File: config.mk
export PLATFORM = sky130hd
export DESIGN_NAME = prog_uart_loader_flat
export DESIGN_NICKNAME = d
export VERILOG_FILES = /design/src/rtl/prog_uart_loader_if.sv /design/src/rtl/prog_uart_loader.sv /design/src/flat_wrapper.sv
export SDC_FILE = /design/constraint.sdc
export NUM_CORES = 1
export LEC_CHECK = 0
export CORE_MARGIN = 2
export CORE_UTILIZATION = 38
export CTS_CLUSTER_DIAMETER = 120
export DETAILED_ROUTE_END_ITERATION = 8
export GPL_TIMING_DRIVEN = 0
export HOLD_SLACK_MARGIN = 0.15
export PLACE_DENSITY = 0.64
export RECOVER_POWER = 50
export SLEW_MARGIN = 5
export SYNTH_ARGS = -nofsm -noshare
export SYNTH_HDL_FRONTEND = slang
export SYNTH_SLANG_ARGS = --single-unit
File: constraint.sdc
create_clock -name clk -period 3 [get_ports clk]
set_input_delay 0.6 -clock clk [delete_from_list [all_inputs] [get_ports clk]]
set_output_delay 0.6 -clock clk [all_outputs]
set_load 0.05 [all_outputs]
File: src/rtl/prog_uart_loader_if.sv
// Program-load port: UART serial input plus the word/line write port into dmem/imem.
interface prog_uart_loader_if #(
  parameter int ADDR_LEN = 32
);
  logic                rxd;
  logic [ADDR_LEN-1:0] load_addr;
  logic [127:0]        load_data;
  logic                we_32;
  logic                we_128;
  logic                done;
  logic                frame_err;
  logic                busy;

  modport master (
    input  rxd,
    output load_addr, load_data, we_32, we_128, done, frame_err, busy
  );

  modport slave (
    output rxd,
    input  load_addr, load_data, we_32, we_128, done, frame_err, busy
  );
endinterface

File: src/rtl/prog_uart_loader.sv
// UART 8N1 program loader: length header then image, written as 32-bit words and 128-bit lines.
// Write strobes follow the completing byte by one cycle; no backpressure, the serial stream cannot be stalled.
module prog_uart_loader #(
  parameter int                  CLKS_PER_BIT = 868,
  parameter int                  ADDR_LEN     = 32,
  parameter logic [ADDR_LEN-1:0] BASE_ADDR    = '0
) (
  input  logic               clk,
  input  logic               reset_x,
  prog_uart_loader_if.master ld
);

  localparam int             CW      = $clog2(CLKS_PER_BIT + 1);
  localparam logic [CW-1:0] FULL_M1 = CW'(CLKS_PER_BIT - 1);
  localparam logic [CW-1:0] HALF_M1 = CW'(CLKS_PER_BIT / 2 - 1);

  typedef enum logic [1:0] {RX_IDLE, RX_START, RX_DATA, RX_STOP} rx_state_t;
  typedef enum logic [1:0] {LD_HDR, LD_LOAD, LD_DONE} ld_state_t;

  rx_state_t   rx_state;
  logic        rxd_s1, rxd_s2, rxd_prev;
  logic [CW-1:0] bit_cnt;
  logic [2:0]  bit_idx;
  logic [7:0]  rx_shift;
  logic        stop_wait;
  logic        byte_vld;

  ld_state_t   ld_state;
  logic [1:0]  hdr_cnt;
  logic [31:0] len_sh;
  logic [31:0] img_len;
  logic [31:0] byte_cnt;
  logic [31:0] word_sh;

  always_ff @(posedge clk or negedge reset_x) begin
    if (!reset_x) begin
      rxd_s1       <= 1'b1;
      rxd_s2       <= 1'b1;
      rxd_prev     <= 1'b1;
      rx_state     <= RX_IDLE;
      bit_cnt      <= '0;
      bit_idx      <= '0;
      rx_shift     <= '0;
      stop_wait    <= 1'b0;
      byte_vld     <= 1'b0;
      ld.frame_err <= 1'b0;
    end else begin
      rxd_s1   <= ld.rxd;
      rxd_s2   <= rxd_s1;
      rxd_prev <= rxd_s2;
      byte_vld <= 1'b0;
      case (rx_state)
        RX_IDLE: begin
          if (rxd_prev && !rxd_s2) begin
            rx_state <= RX_START;
            bit_cnt  <= '0;
          end
        end
        RX_START: begin
          if (bit_cnt == HALF_M1) begin
            bit_cnt  <= '0;
            bit_idx  <= '0;
            rx_state <= rxd_s2 ? RX_IDLE : RX_DATA;
          end else begin
            bit_cnt <= bit_cnt + 1'b1;
          end
        end
        RX_DATA: begin
          if (bit_cnt == FULL_M1) begin
            bit_cnt  <= '0;
            rx_shift <= {rxd_s2, rx_shift[7:1]};
            bit_idx  <= bit_idx + 3'd1;
            if (bit_idx == 3'd7) begin
              rx_state  <= RX_STOP;
              stop_wait <= 1'b0;
            end
          end else begin
            bit_cnt <= bit_cnt + 1'b1;
          end
        end
        RX_STOP: begin
          // After a bad stop bit, hold here until the line returns high so the
          // tail of a long break is not mistaken for a new start bit.
          if (stop_wait) begin
            if (rxd_s2) rx_state <= RX_IDLE;
          end else if (bit_cnt == FULL_M1) begin
            bit_cnt <= '0;
            if (rxd_s2) begin
              byte_vld <= 1'b1;
              rx_state <= RX_IDLE;
            end else begin
              ld.frame_err <= 1'b1;
              stop_wait    <= 1'b1;
            end
          end else begin
            bit_cnt <= bit_cnt + 1'b1;
          end
        end
        default: rx_state <= RX_IDLE;
      endcase
    end
  end

  always_ff @(posedge clk or negedge reset_x) begin
    if (!reset_x) begin
      ld_state     <= LD_HDR;
      hdr_cnt      <= '0;
      len_sh       <= '0;
      img_len      <= '0;
      byte_cnt     <= '0;
      word_sh      <= '0;
      ld.load_addr <= BASE_ADDR;
      ld.load_data <= '0;
      ld.we_32     <= 1'b0;
      ld.we_128    <= 1'b0;
      ld.done      <= 1'b0;
    end else begin
      ld.we_32  <= 1'b0;
      ld.we_128 <= 1'b0;
      case (ld_state)
        LD_HDR: begin
          if (byte_vld) begin
            len_sh  <= {rx_shift, len_sh[31:8]};
            hdr_cnt <= hdr_cnt + 2'd1;
            if (hdr_cnt == 2'd3) begin
              img_len  <= {rx_shift, len_sh[31:12], 4'b0000};
              byte_cnt <= '0;
              if ({rx_shift, len_sh[31:12]} == 28'd0) begin
                ld_state <= LD_DONE;
                ld.done  <= 1'b1;
              end else begin
                ld_state <= LD_LOAD;
              end
            end
          end
        end
        LD_LOAD: begin
          if (byte_vld) begin
            word_sh  <= {rx_shift, word_sh[31:8]};
            byte_cnt <= byte_cnt + 32'd1;
            if (byte_cnt[1:0] == 2'd3) begin
              ld.load_data <= {rx_shift, word_sh[31:8], ld.load_data[127:32]};
              // Address of the word's first byte; during we_128 this is the
              // line's last word, whose bits [12:4] still select the line.
              ld.load_addr <= BASE_ADDR + ADDR_LEN'(byte_cnt) - ADDR_LEN'(3);
              ld.we_32     <= 1'b1;
              ld.we_128    <= (byte_cnt[3:2] == 2'd3);
              if (byte_cnt + 32'd1 == img_len) begin
                ld_state <= LD_DONE;
                ld.done  <= 1'b1;
              end
            end
          end
        end
        LD_DONE: ld.done <= 1'b1;
        default: ld_state <= LD_HDR;
      endcase
    end
  end

  assign ld.busy = (ld_state == LD_LOAD) || (ld_state == LD_HDR && hdr_cnt != 2'd0);

endmodule

File: src/flat_wrapper.sv
// flat-port wrapper written by rule: the top's interface ports become plain ports
module prog_uart_loader_flat 
#(
  parameter int                  CLKS_PER_BIT = 868,
  parameter int                  ADDR_LEN     = 32,
  parameter logic [ADDR_LEN-1:0] BASE_ADDR    = '0
)
  (clk, reset_x, ld_rxd, ld_load_addr, ld_load_data, ld_we_32, ld_we_128, ld_done, ld_frame_err, ld_busy);
  prog_uart_loader_if #(.ADDR_LEN(ADDR_LEN)) ld_i ();
  input  logic clk;
  input  logic reset_x;
  input wire logic [$bits(ld_i.rxd)-1:0] ld_rxd;
  output wire logic [$bits(ld_i.load_addr)-1:0] ld_load_addr;
  output wire logic [$bits(ld_i.load_data)-1:0] ld_load_data;
  output wire logic [$bits(ld_i.we_32)-1:0] ld_we_32;
  output wire logic [$bits(ld_i.we_128)-1:0] ld_we_128;
  output wire logic [$bits(ld_i.done)-1:0] ld_done;
  output wire logic [$bits(ld_i.frame_err)-1:0] ld_frame_err;
  output wire logic [$bits(ld_i.busy)-1:0] ld_busy;
  assign ld_i.rxd = ld_rxd;
  assign ld_load_addr = ld_i.load_addr;
  assign ld_load_data = ld_i.load_data;
  assign ld_we_32 = ld_i.we_32;
  assign ld_we_128 = ld_i.we_128;
  assign ld_done = ld_i.done;
  assign ld_frame_err = ld_i.frame_err;
  assign ld_busy = ld_i.busy;
  prog_uart_loader #(.CLKS_PER_BIT(CLKS_PER_BIT), .ADDR_LEN(ADDR_LEN), .BASE_ADDR(BASE_ADDR)) u_core (.clk(clk), .reset_x(reset_x), .ld(ld_i));
endmodule
Word-level counts from Yosys, hierarchy flattened
Index checks and enable logic that the tools add are counted.
Widths: inputs -> output; s select.

storage, ports and cells
  register bits after elaboration = 320
  bits in latches = 0
  RAM bits = 0
  memory bits (read-only) = 0
  bits of input ports = 3
  output and inout bits = 165
  logic and storage cells = 129
  memories kept = 0

cells by class
  $add $sub $neg = 5
  multipliers = 0
  divide/modulo/power cells = 0
  magnitude comparators = 0
  equal/unequal tests = 24
  shifts and indexed selects = 0
  muxes and demuxes = 51
  bitwise logic cells = 3
  reduce and logical (&&, ||, !) cells = 25

operators by type and width
  kind                   number
  $mux 32                3
  $pmux 32 s2            1
  $mux 10                4
  $pmux 10 s4            1
  $add 32x1->32 const B  1
  $eq 32x32->1           1
  $sub 32x2->32 const B  1
  $logic_not 28->1       1
  $mux 2                 14
  $mux 1                 21
  $ne 2x1->1 const B     10
  $eq 2x2->1 const B     6
  $reduce_and 3->1       4
  $add 10x1->10 const B  1
  $eq 10x10->1 const B   1
  $eq 10x9->1 const B    1
  $pmux 2 s4             1
  $reduce_and 2->1       4
  $reduce_and 4->1       2
  $reduce_bool 2->1      4
  $reduce_and 7->1       1
  $mux 3                 2
  $pmux 2 s3             1
  $pmux 3 s2             1
  other kinds (16)       21

Depth between registers and ports, before layout
Gate-level depths: netlist of the first run.

  depth in word-level cells = 6
  mapped depth = 10
  gate-level depth less buffers = 9

Least setup slack after synthesis of the first run
Ideal clock, no wire load.

  path kind = reg2reg
  start point = register u_core.byte_cnt[0]
  end point = register u_core.ld_state[0]
  arrival = 3145 ps
  data required time = 2881 ps
  slack = -264 ps
  stages on the path, launching flop included = 11
  clock period less this slack = 3264 ps
  cells stage by stage = dfrtp_1 -> ha_1 -> buf_4 -> nand3_2 -> or4_1 -> clkbuf_2 -> xor2_1 -> a211o_1 -> or4b_1 -> or4_4 -> o21a_1

on the way
  cells in the longest elaborated chain, start to end = 4
  elaborated cells between the ends (all ways) = 6
  those cells by class = add/sub (1); eq/ne (4); reduce/logical (1)

RTL lines
  item                          line                     RTL
  from (decl)                   prog_uart_loader.sv:32   logic [31:0] byte_cnt;
  from (signal assigned)        prog_uart_loader.sv:140  byte_cnt <= byte_cnt + 32'd1;
  $add 32x1->32                 prog_uart_loader.sv:148  if (byte_cnt + 32'd1 == img_len) begin
  $eq 32x32->1                  prog_uart_loader.sv:148
  $ne 2x1->1 (no line)          n/a
  $reduce_and 6->1 (no line) *  n/a
  to (signal assigned)          prog_uart_loader.sv:132  ld_state <= LD_LOAD;
  to (signal assigned)          prog_uart_loader.sv:149  ld_state <= LD_DONE;
  to (signal assigned)          prog_uart_loader.sv:156  default: ld_state <= LD_HDR;
  to (decl)                     prog_uart_loader.sv:28   ld_state_t ld_state;

Mark *: on every way between the ends. The rest lies on a longest branch, timed or not.
A chain may end at the register's enable or synchronous reset.

Worst setup path after layout of the first run
Same ends and word-level chain as after synthesis.

==> reports/summary.json, run 1 <==
{
  "status": {"value": "finished with violations"},
  "violations": {"value": "negative setup slack"},
  "floorplan.core_area": {"value": 0.03454, "unit": "mm²"},
  "holdCritPathClass": {"value": "in2async"},
  "irDropWorstVdd": {"value": 0.3683, "unit": "mV"},
  "endpoint_kind": {"value": "flip-flop"},
  "pre_cts_ws": {"value": -0.6531, "unit": "ns"},
  "floorplan.die_area": {"value": 0.03650, "unit": "mm²"},
  "yosysTopAreaCell": {"value": "sky130_fd_sc_hd__dfrtp_1"},
  "cts_hold_repair.buffers": {"value": 0},
  "via_count": {"value": 9609},
  "route.final.wire_length": {"value": 34.51, "unit": "mm"},
  "die_height": {"value": 191.1, "unit": "µm"},
  "layout-drive-gt1-share": {"value": 23.27, "unit": "%"},
  "synth_fp_nets": {"value": 1147},
  "drc_errors": {"value": 0},
  "die-width": {"value": 191.1, "unit": "µm"},
  "grt_start_max_net_pins": {"value": 111},
  "leakage_power_summed_over_all_cells": {"value": 8.021, "unit": "nW"},
  "relSlewSlack": {"value": 19.40, "unit": "%"},
  "finalMaxSlewViolations": {"value": 0},
  "worst-path-max-fanout": {"value": 4},
  "post_synth.cell_area_avg": {"value": 11.69, "unit": "µm²"},
  "worst_path_most_repeated_cell": {"value": "sky130_fd_sc_hd__or4_4"},
  "final.setup.worst_slack": {"value": -0.1116, "unit": "ns"},
  "route.detailed.vias_per_inst": {"value": 5.251},
  "cap_viol_max_count": {"value": 0},
  "final-hold-violation-count": {"value": 0},
  "yosysWarningCount": {"value": 0},
  "timing.setup.tns": {"value": -0.1368, "unit": "ns"},
  "grt_first_pass_wirelength": {"value": 54.99, "unit": "mm"},
  "cts_root_buffer": {"value": "sky130_fd_sc_hd__clkbuf_16"},
  "placedCellCount": {"value": 1762},
  "synth_largest_type_area_fraction": {"value": 55.90, "unit": "%"},
  "insertedDiodeCount": {"value": 0},
  "yosys-top-cells-area": {"value": "sky130_fd_sc_hd__dfrtp_1 (56%), sky130_fd_sc_hd__mux2_2 (17%), sky130_fd_sc_hd__nand2_1 (4.2%)"},
  "rsz0062_at_grt": {"value": "true"},
  "finalSetupViolCount": {"value": 2},
  "cts.sink_count": {"value": 300},
  "drc_violation_total_after_the_first_tritonroute_iteration": {"value": 643},
  "globalRouteTotalUtil": {"value": 19.09, "unit": "%"},
  "io_pins": {"value": 168},
  "finalWorstPathRequiredPeriod": {"value": 3.112, "unit": "ns"},
  "hpwlAfterDp": {"value": 24.35, "unit": "mm"},
  "num_rows": {"value": 68},
  "worst-slew-pin-transition": {"value": 1.209, "unit": "ns"},
  "worst-endpoint-required": {"value": 3.39, "unit": "ns"},
  "cts-buffers-inserted": {"value": 34},
  "instances_no_fill": {"value": 1830},
  "synth.cell_area": {"value": 0.01330, "unit": "mm²"},
  "ys_types": {"value": 64},
  "drt-pass1-iter-count": {"value": 7},
  "finish.net_count": {"value": 1364},
  "count_of_buffers_inserted_at_the_top_level_ports": {"value": 167},
  "synth_enable_flop_cells": {"value": 0},
  "tritoncts_clock_tree": {"value": "built"},
  "layout-area-overhead-vs-synth": {"value": 27.47, "unit": "%"},
  "ys_async_sr_fraction": {"value": 100.0, "unit": "%"},
  "total_of_fill_cells_in_the_finished_design": {"value": 3148},
  "crit_arrival": {"value": 3.50, "unit": "ns"},
  "element_type_at_the_critical_path_start": {"value": "flip-flop"},
  "via_count_of_the_first_global_routing_pass": {"value": 9734},
  "grt_overflow": {"value": 0},
  "antenna_violations_before_repair": {"value": 0},
  "power.density": {"value": 508.3, "unit": "mW/mm²"},
  "clk_pin_slew": {"value": 0.06, "unit": "ns"},
  "critical_path_class": {"value": "reg2reg"},
  "synthMostInstantiatedCell": {"value": "sky130_fd_sc_hd__dfrtp_1"},
  "routed_wire_length_per_instance": {"value": 18.86, "unit": "µm"},
  "maxClockFrequency": {"value": 321.4, "unit": "MHz"},
  "global_placement_routability_congestion": {"value": 0.8917},
  "max-clock-path-buffers": {"value": 3},
  "slowest_library_cell_on_the_worst_path": {"value": "sky130_fd_sc_hd__or4_4"},
  "insertion_delay": {"value": 0.52, "unit": "ns"},
  "finClkSkew": {"value": 0.02692, "unit": "ns"},
  "dominantRegCellSynth": {"value": "sky130_fd_sc_hd__dfrtp_1"},
  "ctsHtreeMaxLevel": {"value": 2},
  "synth.top_cells.by_count": {"value": "sky130_fd_sc_hd__dfrtp_1 (297), sky130_fd_sc_hd__mux2_2 (196), sky130_fd_sc_hd__nand2_1 (149)"},
  "synth.ff_latch_count": {"value": 300},
  "cp_cell_sequence": {"value": "ha_4 > nand3_4 > or4_4 > xor2_2 > a211o_1 > or4b_4 > or4_4 > o21a_1"},
  "initial_utilization": {"value": 38.49, "unit": "%"},
  "instance_count_of_the_mapped_netlist": {"value": 1137},
  "synth_sequential_area_ratio": {"value": 56.49, "unit": "%"},
  "route.antenna.remaining_nets": {"value": 0},
  "final_core_util": {"value": 49.07, "unit": "%"},
  "final_min_period_over_clock_period": {"value": 103.7, "unit": "%"},
  "critical-path-max-stage-delay": {"value": 0.61, "unit": "ns"}
}
-- metal layers --
metal  global-route usage (%)  routed length, µm  up-vias  part of all wire, %
met5                        0                  0        -                    0
met2                    30.95              16270      270                   47
met3                    3.507               1935       68                  5.6
met1                    26.07              15450     4797                   45
li1                         -                  -     4474                    -
met4                    5.828                854        0                  2.5
-- stage by stage --
step,hold slack [ns],power (mW),instance area (µm²)
finish,0.1473,8.616,16950
floorplan,0.3044,4.384,13320
global route,0.1909,8.909,16950
CTS,0.1758,8.713,16900
global placement,0.3632,4.525,15560
detailed placement,0.3627,4.535,15630
-- final cells by class --
| cell class | count | area [µm²] | share of cell area [%] |
|---|---|---|---|
| inverters | 12 | 45.04 | 0.2658 |
| well taps | 455 | 569.3 | 3.359 |
| repair buffers | 188 | 1841 | 10.86 |
| flip-flops and latches | 300 | 7518 | 44.36 |
| clock inverters | 9 | 148.9 | 0.8785 |
| plain buffers | 66 | 316.6 | 1.868 |
| clock buffers | 48 | 974.7 | 5.751 |
| multi-input cells | 752 | 5535 | 32.66 |
-- cell families after synthesis --
group	synth area share (%)
fa+ha+maj	0.6587
simple gates	12.31
buf+inv	2.531
xor+xnor	3.491
mux	17.05
flops	56.49
compound gates	7.472
-- repair_timing --
| action | CTS | global route |
|---|---|---|
| setup buffers | 12 | 6 |
| pin swaps | 5 | 8 |
| resized for setup | 33 | 18 |
| gates cloned | 0 | 0 |
| endpoints found under the setup margin | 101 | 119 |
-- cell usage in the layout (no fill, tap or decap), types with 16 or more instances in the layout --
| cell type | count |
|---|---|
| sky130_fd_sc_hd__dfrtp_1 | 291 |
| sky130_fd_sc_hd__mux2_2 | 196 |
| sky130_fd_sc_hd__clkdlybuf4s50_1 | 160 |
| sky130_fd_sc_hd__nand2_1 | 149 |
| sky130_fd_sc_hd__o21ai_0 | 72 |
| sky130_fd_sc_hd__clkbuf_1 | 50 |
| sky130_fd_sc_hd__nor2_1 | 46 |
| sky130_fd_sc_hd__clkbuf_16 | 35 |
| sky130_fd_sc_hd__xnor2_1 | 29 |
| sky130_fd_sc_hd__xor2_1 | 23 |
| sky130_fd_sc_hd__buf_4 | 21 |
| sky130_fd_sc_hd__nand3_1 | 21 |
| sky130_fd_sc_hd__a21oi_1 | 19 |
| sky130_fd_sc_hd__nand4_1 | 16 |
-- sequential cells by signal (all words and copies together), names as in the netlist, 8 cells and up, named ones only --
name / cells
u_core.ld.load_data: 128
u_core.bit_cnt: 10
u_core.img_len: 28
u_core.rx_shift: 8
u_core.byte_cnt: 32
u_core.ld.load_addr: 32
u_core.word_sh: 24
u_core.len_sh: 20
-- power breakdown --
| group | switching [mW] | internal (mW) | total, mW |
|---|---|---|---|
| Clock | 1.64 | 2.53 | 4.16 |
| Sequential | 0.0245 | 4.08 | 4.11 |
| Combinational | 0.245 | 0.0974 | 0.342 |
-- path summary, 6_finish.rpt --
check	startpoint	to	slack, ns	depth (start not counted)
max	u_core.byte_cnt[0]	u_core.ld_state[0]	-0.11	8
min	reset_x	u_core.bit_cnt[7]	0.15	1
max reg2reg	u_core.byte_cnt[0]	u_core.ld_state[0]	-0.11	8
min reg2reg	u_core.rxd_s1	u_core.rxd_s2	0.34	0
max in group asynchronous	reset_x	u_core.byte_cnt[0]	0.51	3
min in group clk	u_core.rxd_s1	u_core.rxd_s2	0.34	0
-- worst max-delay path, delay by kind of cell, from the launching register on --
family                     cells  cell delay (ns)
and+or+nand+nor                4             1.74
AOI/OAI and AO/OA              2             0.51
xor gates and xnor gates       1             0.16
DFF                            1             0.39
adders and majority gates      1             0.18
Note: power is estimated with default switching activity, not from simulation.
==> run 2: changes to the inputs <==
Settings changed: ABC_AREA set to 1, CORE_UTILIZATION 38 to 40, MAX_ROUTING_LAYER set to met4, PLACE_DENSITY 0.64 to 0.66.
==> reports/summary.json, run 2 <==
{
  "critical_path.reg2reg.endpoint": {"value": "u_core.ld_state[0]"},
  "cp_cell_sequence": {"value": "inv_1 > ha_1 > a21oi_1 > clkdlybuf4s50_1"},
  "p_clk_share": {"value": 48.1, "unit": "%", "change": "-0.2 points"},
  "placement.cell_area": {"value": 0.01575, "unit": "mm²", "change": "+0.78%"},
  "cts_root_buffer": {"value": "sky130_fd_sc_hd__clkbuf_16"},
  "cts.sink_count": {"value": 300, "change": "unchanged"},
  "slowest_library_cell_on_the_worst_path": {"value": "sky130_fd_sc_hd__clkdlybuf4s50_1"},
  "clk_pin_slew": {"value": 0.05, "unit": "ns", "change": "about the same"},
  "power.internal": {"value": 6.517, "unit": "mW", "change": "-2.9%"},
  "post_cts_buffers": {"value": 0, "change": "-12"},
  "status": {"value": "finished with violations"},
  "die_height": {"value": 187.3, "unit": "µm", "change": "-2.0%"},
  "largest_register_ffs": {"value": 128, "change": "unchanged"},
  "via_count": {"value": 11570, "change": "+20%"},
  "synth.top_cells.by_count": {"value": "sky130_fd_sc_hd__nand2_1 (472), sky130_fd_sc_hd__dfrtp_1 (297), sky130_fd_sc_hd__o21ai_0 (217)"},
  "violations": {"value": "max-capacitance violations, max-slew violations"},
  "multi_input_area": {"value": 0.004932, "unit": "mm²", "change": "-11%"},
  "floorplan.core_area": {"value": 0.03328, "unit": "mm²", "change": "-3.7%"},
  "ff_latch_area": {"value": 0.007511, "unit": "mm²", "change": "about the same"},
  "via_count_of_the_first_global_routing_pass": {"value": 11183, "change": "+15%"},
  "grt_start_max_net_pins": {"value": 110, "change": "-0.90%"},
  "timing.setup.tns": {"value": 0, "unit": "ns", "change": "+0.1368 ns"},
  "fin_hold_ws": {"value": 0.3608, "unit": "ns", "change": "+0.2135 ns"},
  "top_library_cells_by_usage_in_the_layout_fill_and_taps_aside": {"value": "sky130_fd_sc_hd__nand2_1 (472), sky130_fd_sc_hd__dfrtp_1 (297), sky130_fd_sc_hd__o21ai_0 (217), sky130_fd_sc_hd__inv_1 (191), sky130_fd_sc_hd__clkdlybuf4s50_1 (165)"},
  "synth_top_family_by_area": {"value": "simple AND/OR/NAND/NOR gates"},
  "cap_viol_max_count": {"value": 1, "change": "+1"},
  "finalWorstPathRequiredPeriod": {"value": 2.793, "unit": "ns", "change": "-0.3183 ns"},
  "route.detailed.vias_per_inst": {"value": 5.046, "change": "-3.9%"},
  "final_min_period_over_clock_period": {"value": 93.11, "unit": "%", "change": "-11 points"},
  "finClkSkew": {"value": 0.02133, "unit": "ns", "change": "-0.005586 ns"},
  "final_common_cell": {"value": "sky130_fd_sc_hd__nand2_1"},
  "worst-endpoint-required": {"value": 2.40, "unit": "ns", "change": "-0.99 ns"},
  "power.switching": {"value": 1.872, "unit": "mW", "change": "-1.7%"},
  "initial_utilization": {"value": 40.36, "unit": "%", "change": "+1.9 points"},
  "drc_violation_total_after_the_first_tritonroute_iteration": {"value": 1061, "change": "+65%"},
  "element_type_at_the_critical_path_start": {"value": "flip-flop"},
  "r2r_setup_slack": {"value": 0.26, "unit": "ns", "change": "+0.37 ns"},
  "num_rows": {"value": 67, "change": "-1.5%"},
  "layout_top_registers": {"value": "u_core.ld.load_data: 128 flops, u_core.byte_cnt: 32 flops, u_core.ld.load_addr: 32 flops"},
  "ys_types": {"value": 38, "change": "-41%"},
  "layout-area-overhead-vs-synth": {"value": 25.44, "unit": "%"},
  "dominantRegCellSynth": {"value": "sky130_fd_sc_hd__dfrtp_1"},
  "die-width": {"value": 187.3, "unit": "µm", "change": "-2.0%"},
  "leakage_power_summed_over_all_cells": {"value": 7.698, "unit": "nW", "change": "-4.0%"},
  "finalSetupViolCount": {"value": 0, "change": "-2"},
  "fraction_of_the_mapped_netlist_area_in_simple_logic_gates": {"value": 23.50, "unit": "%", "change": "+11 points"},
  "path_buf_inv": {"value": 2, "change": "+2"},
  "hpwlAfterDp": {"value": 29.27, "unit": "mm", "change": "+20%"},
  "insertion_delay": {"value": 0.52, "unit": "ns", "change": "about the same"},
  "crit_arrival": {"value": 2.19, "unit": "ns", "change": "-1.31 ns"},
  "synth-xor-area-share": {"value": 1.546, "unit": "%", "change": "-1.9 points"},
  "synth_enable_flop_cells": {"value": 0, "change": "unchanged"},
  "largest-register": {"value": "u_core.ld.load_data"},
  "design_area": {"value": 0.01685, "unit": "mm²", "change": "-0.58%"},
  "endpoint_kind": {"value": "primary output"},
  "post_synth.cell_area_avg": {"value": 8.323, "unit": "µm²", "change": "-29%"},
  "drc_errors": {"value": 0, "change": "unchanged"},
  "total_of_fill_cells_in_the_finished_design": {"value": 3175, "change": "+0.86%"},
  "power_frac_seq": {"value": 48.9, "unit": "%", "change": "+1.2 points"},
  "worst-slew-pin-transition": {"value": 1.523, "unit": "ns", "change": "+0.3142 ns"},
  "floorplan.die_area": {"value": 0.03506, "unit": "mm²", "change": "-3.9%"},
  "synth_sequential_area_ratio": {"value": 55.91, "unit": "%", "change": "-0.57 points"},
  "instance_count_of_the_mapped_netlist": {"value": 1614, "change": "+42%"},
  "combPwrFrac": {"value": 3.0, "unit": "%", "change": "-1.0 points"},
  "layout-drive-gt1-share": {"value": 6.016, "unit": "%", "change": "-17 points"},
  "critical-path-max-stage-delay": {"value": 0.85, "unit": "ns", "change": "+0.24 ns"},
  "synth.ff_latch_count": {"value": 300, "change": "unchanged"},
  "antenna_violations_before_repair": {"value": 0, "change": "unchanged"},
  "worst-path-max-fanout": {"value": 3, "change": "-1"},
  "final-hold-violation-count": {"value": 0, "change": "unchanged"},
  "tritoncts_clock_tree": {"value": "built"},
  "synthMostInstantiatedCell": {"value": "sky130_fd_sc_hd__nand2_1"},
  "rsz0062_at_grt": {"value": "false"},
  "yosysWarningCount": {"value": 0, "change": "unchanged"},
  "grt_first_pass_wirelength": {"value": 61.79, "unit": "mm", "change": "+12%"},
  "yosys.area_share.adder": {"value": 0.6520, "unit": "%", "change": "-0.0067 points"},
  "synth_fp_nets": {"value": 1624, "change": "+42%"},
  "holdCritPathClass": {"value": "reg2reg"},
  "count_of_buffers_inserted_at_the_top_level_ports": {"value": 167, "change": "unchanged"},
  "synth_largest_type_area_fraction": {"value": 55.33, "unit": "%", "change": "-0.57 points"},
  "worst_r2r_path_depth": {"value": 16, "change": "+8"},
  "yosysTopAreaCell": {"value": "sky130_fd_sc_hd__dfrtp_1"},
  "max-clock-path-buffers": {"value": 3, "change": "unchanged"},
  "globalRouteTotalUtil": {"value": 22.85, "unit": "%", "change": "+3.8 points"},
  "drt-pass1-iter-count": {"value": 5, "change": "-2"},
  "ctsHtreeMaxLevel": {"value": 2, "change": "unchanged"},
  "maxClockFrequency": {"value": 358.0, "unit": "MHz", "change": "+11%"},
  "power.density": {"value": 497.9, "unit": "mW/mm²", "change": "-2.0%"},
  "finish.net_count": {"value": 1831, "change": "+34%"},
  "synth.cell_area": {"value": 0.01343, "unit": "mm²", "change": "+1.0%"},
  "rr_startpoint": {"value": "u_core.byte_cnt[0]"},
  "compound_gate_fraction_of_synth_area": {"value": 10.98, "unit": "%", "change": "+3.5 points"},
  "critical_path_class": {"value": "reg2out"},
  "worst_path_dominant_cell_family": {"value": "buffers and inverters"},
  "cp-startpoint": {"value": "u_core.hdr_cnt[0]"},
  "global_placement_routability_congestion": {"value": 0.9345, "change": "+4.8%"},
  "min-delay-start": {"value": "u_core.rxd_s1"},
  "critPathCapture": {"value": "ld_busy"},
  "finalMaxSlewViolations": {"value": 55, "change": "+55"},
  "insertedDiodeCount": {"value": 0, "change": "unchanged"},
  "ys_async_sr_fraction": {"value": 100.0, "unit": "%", "change": "unchanged"},
  "route.final.wire_length": {"value": 38.70, "unit": "mm", "change": "+12%"},
  "netSwitchingFraction": {"value": 22.32, "unit": "%", "change": "+0.21 points"},
  "io_pins": {"value": 168, "change": "unchanged"},
  "relSlewSlack": {"value": -1.550, "unit": "%", "change": "-21 points"},
  "muxShareOfSynthArea": {"value": 0, "unit": "%", "change": "-17 points"},
  "cts-buffers-inserted": {"value": 34, "change": "unchanged"},
  "critical_path_cell_count": {"value": 4, "change": "-4"},
  "irDropWorstVdd": {"value": 0.3941, "unit": "mV", "change": "+7.0%"},
  "route.antenna.remaining_nets": {"value": 0, "change": "unchanged"},
  "grt_overflow": {"value": 0, "change": "unchanged"},
  "yosys-top-cells-area": {"value": "sky130_fd_sc_hd__dfrtp_1 (55%), sky130_fd_sc_hd__nand2_1 (13%), sky130_fd_sc_hd__o21ai_0 (8.1%)"},
  "routed_wire_length_per_instance": {"value": 16.88, "unit": "µm", "change": "-11%"}
}
run 2: per-layer routing:
metal | wire length, µm | track usage (%) | up-vias
met2 | 17200 | 34.22 | 336
met4 | 925 | 6.349 | 0
met5 | 0 | - | -
met1 | 18050 | 32.06 | 5554
li1 | - | - | 5618
met3 | 2524 | 3.996 | 62
run 2: power by group through the flow:
stage	sequential, mW	clock (mW)	combinational [mW]
4_1_cts	4.10	4.13	0.262
3_5_place_dp	4.18	0	0.260
3_3_place_gp	4.18	0	0.240
6_report	4.10	4.03	0.253
2_1_floorplan	4.17	0	0.128
5_1_grt	4.10	4.30	0.301
run 2: what timing repair did:
item | CTS | global route
endpoints found under the setup margin | 82 | 94
hold endpoints to repair | 54 | 0
hold buffers | 1 | 0
resized for setup | 1 | 5
run 2: area by class of cell:
class | instances | share of cell area, %
Sequential cell | 300 | 44.58
Clock buffer | 51 | 6.089
Buffer | 64 | 1.596
Tap cell | 448 | 3.327
Inverter | 194 | 4.322
Clock inverter | 9 | 0.4233
Multi-Input combinational cell | 1056 | 29.27
Timing Repair Buffer | 171 | 10.40
run 2: how the worst min path moves through the flow:
stage                                 end  cells past startpoint
6_report                    u_core.rxd_s2                      0
3_3_place_gp                u_core.rxd_s2                      0
4_1_cts                     u_core.rxd_s2                      0
5_1_grt                     u_core.rxd_s2                      0
2_1_floorplan  asynchronous set/reset pin                      0
3_5_place_dp                u_core.rxd_s2                      0
run 2: cell families (layout without fill, tap and decap cells):
logic type,after synthesis,after routing
AO/OA/AOI/OAI,281,281
flip-flops,300,300
XOR/XNOR,22,22
buffers and inverters,258,489
AND/OR/NAND/NOR,746,746
adder cells (fa/ha/maj),7,7
run 2: worst register-to-register path, delay by kind of cell, from the launching register on:
family | cells | cell delay (ns)
and+or+nand+nor | 15 | 1.88
DFF | 1 | 0.45
adders and majority gates | 1 | 0.28
run 2: metrics by stage:
stage	setup slack (ns)	std cells	power, mW	utilization, %
detailed placement	-0.09050	2232	4.435	47.33
CTS	0.05919	2293	8.494	50.67
global placement	-11.79	2229	4.420	47.07
finish	0.2068	2293	8.390	50.63
floorplan	0.9001	1614	4.298	-
global route	0.01482	2293	8.707	50.63
==> run 3: changes to the inputs <==
Settings changed: CAP_MARGIN set to 20, SKIP_LAST_GASP set to 1.
==> results of run 3 <==
No change in the layout: final DEF, timing and power equal those of run 2.
